--- src/rtl/nibble_serial_addsub_pkg.sv ---
// ============================================================================
// Module : nibble_serial_addsub_pkg
// Shared state encoding and mode constants for the nibble-serial add/sub.
// Rev    : 1.0 - initial release
// ============================================================================
`default_nettype none

package nibble_serial_addsub_pkg;

    localparam logic [1:0] ST_IDLE = 2'd0;
    localparam logic [1:0] ST_CALC = 2'd1;
    localparam logic [1:0] ST_DONE = 2'd2;

    localparam logic MODE_ADD = 1'b0;
    localparam logic MODE_SUB = 1'b1;

endpackage

`default_nettype wire

--- src/rtl/nibble_serial_addsub_nibble_addc.sv ---
// ============================================================================
// Module : nibble_addc
// Combinational 4-bit add/subtract slice with carry-in, carry-out and c3.
// Rev    : 1.0 - initial release
// ============================================================================
`default_nettype none

module nibble_addc
    import nibble_serial_addsub_pkg::*;
(
    input  logic [3:0] a,
    input  logic [3:0] b,
    input  logic       cin,
    input  logic       mode,
    output logic [3:0] sum,
    output logic       cout,
    output logic       c3
);

    logic [3:0] b_eff;
    logic [4:0] full;
    logic [3:0] low;

    // Subtraction is a + ~b with the initial carry supplied by the sequencer.
    assign b_eff = (mode == MODE_ADD) ? b : ~b;
    assign full  = {1'b0, a} + {1'b0, b_eff} + {4'b0000, cin};
    assign low   = {1'b0, a[2:0]} + {1'b0, b_eff[2:0]} + {3'b000, cin};

    assign sum  = full[3:0];
    assign cout = full[4];
    assign c3   = low[3];

endmodule

`default_nettype wire

--- src/rtl/nibble_serial_addsub.sv ---
// ============================================================================
// Module : nibble_serial_addsub
// Multi-nibble add/subtract, one nibble per clock, LSB first, with handshakes.
// Rev    : 1.0 - initial release
// ============================================================================
`default_nettype none

module nibble_serial_addsub
    import nibble_serial_addsub_pkg::*;
#(
    parameter int NIBBLES = 4
) (
    input  logic                   clk,
    input  logic                   rst_n,
    input  logic                   in_valid,
    output logic                   in_ready,
    input  logic                   mode,
    input  logic [4*NIBBLES-1:0]   a,
    input  logic [4*NIBBLES-1:0]   b,
    output logic                   out_valid,
    input  logic                   out_ready,
    output logic [4*NIBBLES-1:0]   result,
    output logic                   cout,
    output logic                   ovf
);

    localparam int W  = 4 * NIBBLES;
    localparam int IW = (NIBBLES > 1) ? $clog2(NIBBLES) : 1;
    localparam logic [IW-1:0] LAST_IDX = IW'(NIBBLES - 1);

    logic [1:0]    state;
    logic [IW-1:0] idx;
    logic          carry;
    logic [W-1:0]  a_q;
    logic [W-1:0]  b_q;
    logic          mode_q;

    logic [W-1:0]  a_sh;
    logic [W-1:0]  b_sh;
    logic [3:0]    nib_sum;
    logic          nib_cout;
    logic          nib_c3;

    // Single shared slice; the current nibble is steered in by shifting.
    assign a_sh = a_q >> {idx, 2'b00};
    assign b_sh = b_q >> {idx, 2'b00};

    nibble_addc u_addc (
        .a    (a_sh[3:0]),
        .b    (b_sh[3:0]),
        .cin  (carry),
        .mode (mode_q),
        .sum  (nib_sum),
        .cout (nib_cout),
        .c3   (nib_c3)
    );

    assign in_ready  = (state == ST_IDLE);
    assign out_valid = (state == ST_DONE);

    always_ff @(posedge clk or negedge rst_n) begin
        if (!rst_n) begin
            state  <= ST_IDLE;
            idx    <= '0;
            carry  <= 1'b0;
            a_q    <= '0;
            b_q    <= '0;
            mode_q <= 1'b0;
            result <= '0;
            cout   <= 1'b0;
            ovf    <= 1'b0;
        end else begin
            case (state)
                ST_IDLE: begin
                    if (in_valid) begin
                        a_q    <= a;
                        b_q    <= b;
                        mode_q <= mode;
                        idx    <= '0;
                        carry  <= (mode == MODE_SUB);
                        state  <= ST_CALC;
                    end
                end
                ST_CALC: begin
                    for (int n = 0; n < NIBBLES; n++) begin
                        if (idx == IW'(n)) begin
                            result[4*n +: 4] <= nib_sum;
                        end
                    end
                    carry <= nib_cout;
                    if (idx == LAST_IDX) begin
                        // Top-slice c3 is the carry into bit W-1.
                        cout  <= nib_cout;
                        ovf   <= nib_c3 ^ nib_cout;
                        state <= ST_DONE;
                    end else begin
                        idx <= idx + IW'(1);
                    end
                end
                ST_DONE: begin
                    if (out_ready) begin
                        state <= ST_IDLE;
                    end
                end
                default: state <= ST_IDLE;
            endcase
        end
    end

endmodule

`default_nettype wire

--- config.mk ---
export PLATFORM = sky130hd
export DESIGN_NAME = nibble_serial_addsub
export DESIGN_NICKNAME = d
export VERILOG_FILES = /design/src/rtl/nibble_serial_addsub_pkg.sv /design/src/rtl/nibble_serial_addsub_nibble_addc.sv /design/src/rtl/nibble_serial_addsub.sv
export SDC_FILE = /design/constraint.sdc
export NUM_CORES = 1
export LEC_CHECK = 0
export ABC_AREA = 0
export BUFFER_PORTS_ARGS = -buffer_cell sky130_fd_sc_hd__buf_2
export CAP_MARGIN = 40
export CORE_MARGIN = 3
export CORE_UTILIZATION = 45
export DETAILED_ROUTE_END_ITERATION = 6
export MAX_ROUTING_LAYER = met4
export PLACE_DENSITY = 0.68
export SETUP_SLACK_MARGIN = 0.2
export SLEW_MARGIN = 10
export SYNTH_ARGS = -nofsm -noshare
export SYNTH_HDL_FRONTEND = slang
export SYNTH_SLANG_ARGS = --single-unit
--- constraint.sdc ---
create_clock -name clk -period 7.8 [get_ports clk]
set_input_delay 2.34 -clock clk [delete_from_list [all_inputs] [get_ports clk]]
set_output_delay 2.34 -clock clk [all_outputs]
set_load 0.02 [all_outputs]
## Yosys cells after proc, flatten, opt, wreduce, memory -nomap -nowiden

Cells that the tools add are included.

| word-level totals | value |
|---|---|
| output and inout bits | 20 |
| logic and storage cells | 51 |
| input bits | 37 |
| bits in registers | 56 |

| cells by class | value |
|---|---|
| equality and inequality tests | 9 |
| add/subtract/negate cells | 5 |
| reduce and logical (&&, ||, !) cells | 11 |
| mux-type cells | 10 |
| shift-type cells | 2 |
| bitwise gates (word level) | 2 |

Operator list:

| cell | number |
|---|---|
| $shr A16 B4 Y4 | 2 |
| $reduce_and A2 Y1 | 6 |
| $mux W2 | 5 |
| $eq A2 B2 Y1 const B | 3 |
| $ne A2 B2 Y1 const B | 3 |
| $pmux W2 S3 | 1 |
| $reduce_and A3 Y1 | 2 |
| $add A4 B4 Y5 | 1 |
| $add A5 B1 Y5 | 1 |
| $add A3 B3 Y4 | 1 |
| $add A4 B1 Y4 | 1 |
| $eq A2 B1 Y1 const B | 2 |
| $logic_not A2 Y1 | 2 |
| $mux W4 | 1 |
| $not A4 Y4 | 1 |
| $pmux W2 S2 | 1 |
| $add A2 B1 Y2 const B | 1 |
| $ne A2 B1 Y1 const B | 1 |
| $pmux W1 S2 | 1 |
| $reduce_bool A2 Y1 | 1 |
| $mux W1 | 1 |
| $xor A1 B1 Y1 | 1 |

## Longest topological paths before layout

Gate-level depths: netlist of the first run.

| depth | value |
|---|---|
| word-level depth | 6 |
| gate-level depth with buffers | 10 |
| depth with buffers taken out | 9 |

## Hierarchy

A second synthesis of the first run with hierarchy kept.

| unflattened totals | value |
|---|---|
| cells, all modules | 174 |
| area, all modules | 2,580.0 um2 |

By module, submodules not included:

| module | times used | sequential area each (um2) | cells each | area an instance (um2) |
|---|---|---|---|---|
| nibble_serial_addsub | 1 | 1,401.3 | 158 | 2,419.8 |
| nibble_addc | 1 | 0.0 | 16 | 160.2 |

## Worst setup path after synthesis of the first run

Ideal clock, no wire load.

| path | value |
|---|---|
| path type | input port to flip-flop |
| from | input port in_valid |
| to | register a_q[0] |
| slack | 4.599 ns |
| data required time | 7.672 ns |
| path buffers | 1 |
| arrival time | 3.074 ns |
| cell stages on the path | 4 |
| library setup time | 0.128 ns |
| cells stage by stage | nand2b_1 nor2_4 buf_4 mux2_1 |

| between the ends | value |
|---|---|
| word-level cells in the longest chain between the ends | 1 |

RTL lines:

| what | RTL line | source |
|---|---|---|
| start, declared | nibble_serial_addsub.sv:15 | `input logic in_valid,` |
| $reduce_and A2 Y1 (no source line) | n/a |  |
| end signal, assigned | nibble_serial_addsub.sv:66 | `a_q <= '0;` |
| end signal, assigned | nibble_serial_addsub.sv:76 | `a_q <= a;` |
| end, declared | nibble_serial_addsub.sv:34 | `logic [W-1:0] a_q;` |

Every way passes these cells.
A chain may end at the register's enable or synchronous reset.

## Worst setup path after layout of the first run

| path | value |
|---|---|
| from | register state[0] |
| to | output port in_ready |

| between the ends | value |
|---|---|
| word-level cells in the longest chain between the ends | 1 |

RTL lines:

| what | RTL line | source |
|---|---|---|
| start, declared | nibble_serial_addsub.sv:31 | `logic [1:0] state;` |
| start signal, assigned | nibble_serial_addsub.sv:63 | `state <= ST_IDLE;` |
| start signal, assigned | nibble_serial_addsub.sv:81 | `state <= ST_CALC;` |
| start signal, assigned | nibble_serial_addsub.sv:95 | `state <= ST_DONE;` |
| $logic_not A2 Y1 | nibble_serial_addsub.sv:58 | `assign in_ready = (state == ST_IDLE);` |
| end, declared | nibble_serial_addsub.sv:16 | `output logic in_ready,` |

Every way passes these cells.

==> reports/qor.yml, run 1 <==
floorplan:
  die_area_sq_um: 6654
  die_h_um: 81.57
  coreArea_sq_um: 5303
  dieWidth_um: 81.57
  initial_utilization_pct: 48.47
  io_pins: 57
  num_rows: 26
detailed_routing:
  wire_per_inst_um: 14.16
  first_iter_violations: 72
  vias: 1536
  dr.pass1.iters: 4
  wirelength_mm: 4.418
  antenna_left: 0
  drc: 0
  vias_per_cell: 4.923
min_path:
  hold_path.class: "flip-flop to flip-flop"
  min_delay_path_depth: 1
synthesis:
  yosysSeqAreaShare_pct: 54.53
  syn_area_per_cell_sq_um: 13.97
  syn_inst: 184
  ys_ff_latch: 56
  synth_warnings: 0
  syn-num-nets: 230
  syn_area_sq_um: 2570
  ys_types: 29
timing:
  max_freq_mhz: 290.2
  rsz0062_at_grt: "no"
  timing.final.crit_period_ns: 3.446
  worst_pin_slew_ns: 0.7130
  setup_viol: 0
  hold_violations: 0
  finClkSkew_ns: 0.009364
  slew_violations: 0
  slew_headroom_pct: 52.47
  finalSetupTns_ns: 0
  post-route-period-util_pct: 44.17
power:
  total_power_uw: 1512
  vdd_drop_max_mv: 0.2857
  power.leakage_uw: 0.001404
  power.density_nw_per_um2: 502.7
worst_setup_path:
  end_kind: "output pin"
  crit_type: "flip-flop to output pin"
  path_max_fanout: 10
  cp-start-kind: "flip-flop"
  r2r_cells: 9
  worstPathArrival_ns: 1.11
  worstPathRequired_ns: 5.46
placed_design:
  portBuffers: 56
  hpwl_mm: 3.359
  gp_congestion: 0.7730
global_routing:
  grt_max_degree: 57
  antenna_found_initial: 0
  grt_pass1_vias: 1525
  grt_overflow: 0
  grt_pass1_wl_mm: 7.348
  track_usage_pct: 15.31
run_status:
  outcome: "complete, no violations"
layout:
  antennaDiodeCount: 0
  layout_common_cells: "56 x dfrtp_1, 56 x buf_2, 40 x mux2_1"
  num-fill-cells: 471
  synthToLayoutAreaGrowth_pct: 16.99
  layout-drive-gt1-share_pct: 32.64
  final_nets: 287
clock_network:
  cts_hold_buf: 0
  post-cts-setup-buffers: 0
  cts_resized: 0
  clockBufferDepth: 2
  clkLatencyLatePin_ns: 0.30
  cts.htree.levels: 2
  cts_root_buf: "clkbuf_8"
  clk_pin_slew_ns: 0.09
  cts.sinks: 56
  cts_buffers: 5
  cts_tree: "built"
job:
  drv_cap: 0
==> per-layer routing <==
layer,track usage (%),vias to the layer above,share of wire [%],wire (um)
met5,-,-,0,0
met4,3.987,0,1.0,46
met3,3.947,6,5.2,230
met2,24.10,39,48,2132
met1,19.93,737,45,2008
li1,-,754,-,-
==> worst paths after layout <==
kind / from / end / slack (ns)
setup / recovery: state[0] / in_ready / 4.35
max in group asynchronous: rst_n / result[15] / 5.18
min in group asynchronous: rst_n / result[8] / 2.17
setup reg to reg: idx[0] / ovf / 4.80
hold reg to reg: a_q[8] / a_q[8] / 0.49
hold / removal: a_q[8] / a_q[8] / 0.49
==> registers in the layout (all words and copies together), names as in the netlist <==
register / flops
b_q: 16
ovf: 1
idx: 2
result: 16
carry: 1
state: 2
mode_q: 1
a_q: 16
cout: 1
==> layout make-up <==
type	count	area, sq um	area share, %
multi-input combinational	113	1084	36.04
tap	70	87.58	2.913
timing repair buffer	58	315.3	10.49
sequential	56	1401	46.61
clock inverter	2	10.01	0.3329
clock buffer	6	82.58	2.747
inverter	7	26.28	0.8739
==> Yosys cell counts (all sizes together) <==
library cell / number / share of area (%)
nor2: 6 / 1.2
xnor2: 2 / 0.68
buf: 8 / 2.3
o22ai: 1 / 0.24
a21o: 1 / 0.29
a21oi: 4 / 0.92
o21ai: 12 / 2.3
o31ai: 1 / 0.29
xor2: 5 / 1.7
fa: 2 / 1.6
mux4: 8 / 7.0
dfrtp: 56 / 55
inv: 7 / 1.0
ha: 7 / 3.4
mux2: 41 / 18
a31o: 1 / 0.34
and2b: 1 / 0.34
nand2: 14 / 2.0
o22a: 1 / 0.34
o2bb2ai: 1 / 0.34
nand2b: 4 / 0.97
nor3: 1 / 0.19
==> worst max-delay path, stage by stage (launching register included) <==
cell	delay, ns
dfrtp_1	0.50
nor2_1	0.13
buf_2	0.17
==> stage by stage <==
| step | hold WS (ns) | util [%] | instances | worst slack, ns | instance area, sq um |
|---|---|---|---|---|---|
| 2_1_floorplan | 0.4524 | - | 184 | 4.599 | 2570 |
| 3_3_place_gp | 0.4615 | 54.44 | 303 | 3.997 | 2887 |
| 3_5_place_dp | 0.4686 | 54.96 | 304 | 4.133 | 2914 |
| 4_1_cts | 0.4912 | 56.70 | 312 | 4.339 | 3007 |
| 5_1_grt | 0.5061 | 56.70 | 312 | 4.262 | 3007 |
| 6_report | 0.4854 | 56.70 | 312 | 4.354 | 3007 |
==> logic make-up after synthesis <==
| group | count (synthesis) | share of synthesized area (%) |
|---|---|---|
| flops | 56 | 54.53 |
| mux | 49 | 24.98 |
| simple gates | 26 | 4.722 |
| compound gates | 22 | 5.113 |
| buf+inv | 15 | 3.311 |
| fa+ha+maj | 9 | 4.966 |
| xor+xnor | 7 | 2.386 |
==> report_power, final <==
| group | switching (uW) | internal (uW) | total [uW] |
|---|---|---|---|
| registers | 101 | 439 | 540 |
| logic | 430 | 384 | 814 |
| clock network | 86.5 | 71.0 | 157 |
| total | 617 | 894 | 1510 |
No activity file was read; power rests on OpenSTA's default activity.
==> inputs of run 2 (changes only) <==
Clock period 7.8 ns to 3.5 ns, I/O delays scaled along.
==> reports/qor.yml, run 2 (synthesis gave the netlist of run 1 again) <==
power:
  power.leakage_uw: 0.001396
  vdd_drop_max_mv: 0.7058
  power.density_nw_per_um2: 1127
floorplan:
  die_area_sq_um: 6654
  coreArea_sq_um: 5303
  die_h_um: 81.57
  dieWidth_um: 81.57
  io_pins: 57
  initial_utilization_pct: 48.47
  num_rows: 26
clock_network:
  cts_buffers: 5
  cts_hold_buf: 0
  clockBufferDepth: 2
  cts_tree: "built"
  cts_resized: 0
  post-cts-setup-buffers: 0
  cts.htree.levels: 2
  cts.sinks: 56
  cts_root_buf: "clkbuf_8"
  clkLatencyLatePin_ns: 0.30
  clk_pin_slew_ns: 0.09
timing:
  setup_viol: 0
  post-route-period-util_pct: 78.07
  max_freq_mhz: 366.0
  hold_violations: 0
  slew_headroom_pct: 56.21
  holdWs_ns: 0.4878
  slew_violations: 0
  timing.final.crit_period_ns: 2.732
  finClkSkew_ns: 0.008338
  worst_pin_slew_ns: 0.6569
  finalSetupTns_ns: 0
  rsz0062_at_grt: "no"
placed_design:
  hpwl_mm: 3.521
  gp_congestion: 0.8063
  post_dp_cell_area_sq_um: 2902
  portBuffers: 56
  dp_cells: 305
layout:
  multi_input_comb_area_sq_um: 1084
  num-fill-cells: 454
  register_area_sq_um: 1401
  antennaDiodeCount: 0
  layout_common_cells: "56 x dfrtp_1, 56 x buf_2, 40 x mux2_1"
  layout-drive-gt1-share_pct: 32.51
  reg_top3: "a_q: 16 flops, b_q: 16 flops, result: 16 flops"
  post-route-cell-area_sq_um: 2995
  final_nets: 288
  synthToLayoutAreaGrowth_pct: 16.55
  final_cells: 313
worst_setup_path:
  worstPathArrival_ns: 2.92
  path_max_fanout: 11
  worstPathRequired_ns: 3.68
  crit_path_frequent_cell: "fa_1"
  path_cells: "mux4_2, xor2_1, fa_1, inv_1, fa_1, nand2b_1, o2bb2ai_1, xnor2_1, o21ai_1"
  slowest_stage: "dfrtp_1"
  cp_num_buf_inv: 1
  reg2reg_from: "idx[0]"
  crit_start: "idx[0]"
  cp-start-kind: "flip-flop"
  crit_type: "flip-flop to flip-flop"
  crit_family: "flip-flops"
  cp_slowest_stage_delay_ns: 0.62
  end_kind: "flip-flop"
global_routing:
  grt_use_met3_pct: 3.180
  grt_max_degree: 34
  grt_pass1_vias: 1611
  grt_pass1_wl_mm: 7.790
  grt_overflow: 0
  top_usage_layer: "met2"
  track_usage_pct: 15.94
  grt.met2_usage_pct: 25.16
  antenna_found_initial: 0
  use_met1_pct: 20.92
run_status:
  outcome: "complete, no violations"
detailed_routing:
  antenna_left: 0
  vias: 1549
  wire_per_inst_um: 14.59
  drc: 0
  dr.pass1.iters: 4
  first_iter_violations: 62
  wirelength_mm: 4.566
  vias_per_cell: 4.949
min_path:
  worstHoldStart: "result[13]"
  hold_path.class: "flip-flop to flip-flop"
job:
  drv_cap: 0
## run 2: path summary, 6_finish.rpt
kind	to	slack, ns	cells past startpoint
worst max-delay path	ovf	0.77	9
worst min-delay path	result[13]	0.49	2
worst max register to register	ovf	0.77	9
worst min register to register	result[13]	0.49	2
max in group asynchronous	state[1]	1.94	2
min in group asynchronous	result[13]	0.77	1
## run 2: cell type report
class / instances / share of cell area (%)
multi-input combinational: 113 / 36.17
timing repair buffer: 59 / 10.11
clock inverter: 1 / 0.2506
inverter: 7 / 0.8772
tap: 70 / 2.924
clock buffer: 7 / 2.882
sequential: 56 / 46.78
## run 2: layer usage
layer	up-vias	wire, um
li1	756	-
met1	750	2134
met2	38	2177
met3	5	192
met5	-	0
met4	0	61
## run 2: report_power, final
part	total, uW	internal (uW)	switching [uW]
sequential	1200	979	220
clock	357	161	196
combinational	1820	854	965
## run 2: metrics by stage
step / utilization (%) / power, uW / setup slack [ns]
2_1_floorplan: - / 2595 / 0.9113
3_3_place_gp: 54.72 / 3011 / 0.8224
3_5_place_dp: 54.72 / 3068 / 0.7331
4_1_cts: 56.49 / 3435 / 0.7358
5_1_grt: 56.49 / 3685 / 0.5452
6_report: 56.49 / 3375 / 0.7676
## run 2: worst min-delay path, stage by stage (launching register included)
cell,delay [ns]
dfrtp_1,0.35
nand2_1,0.05
o21ai_1,0.06
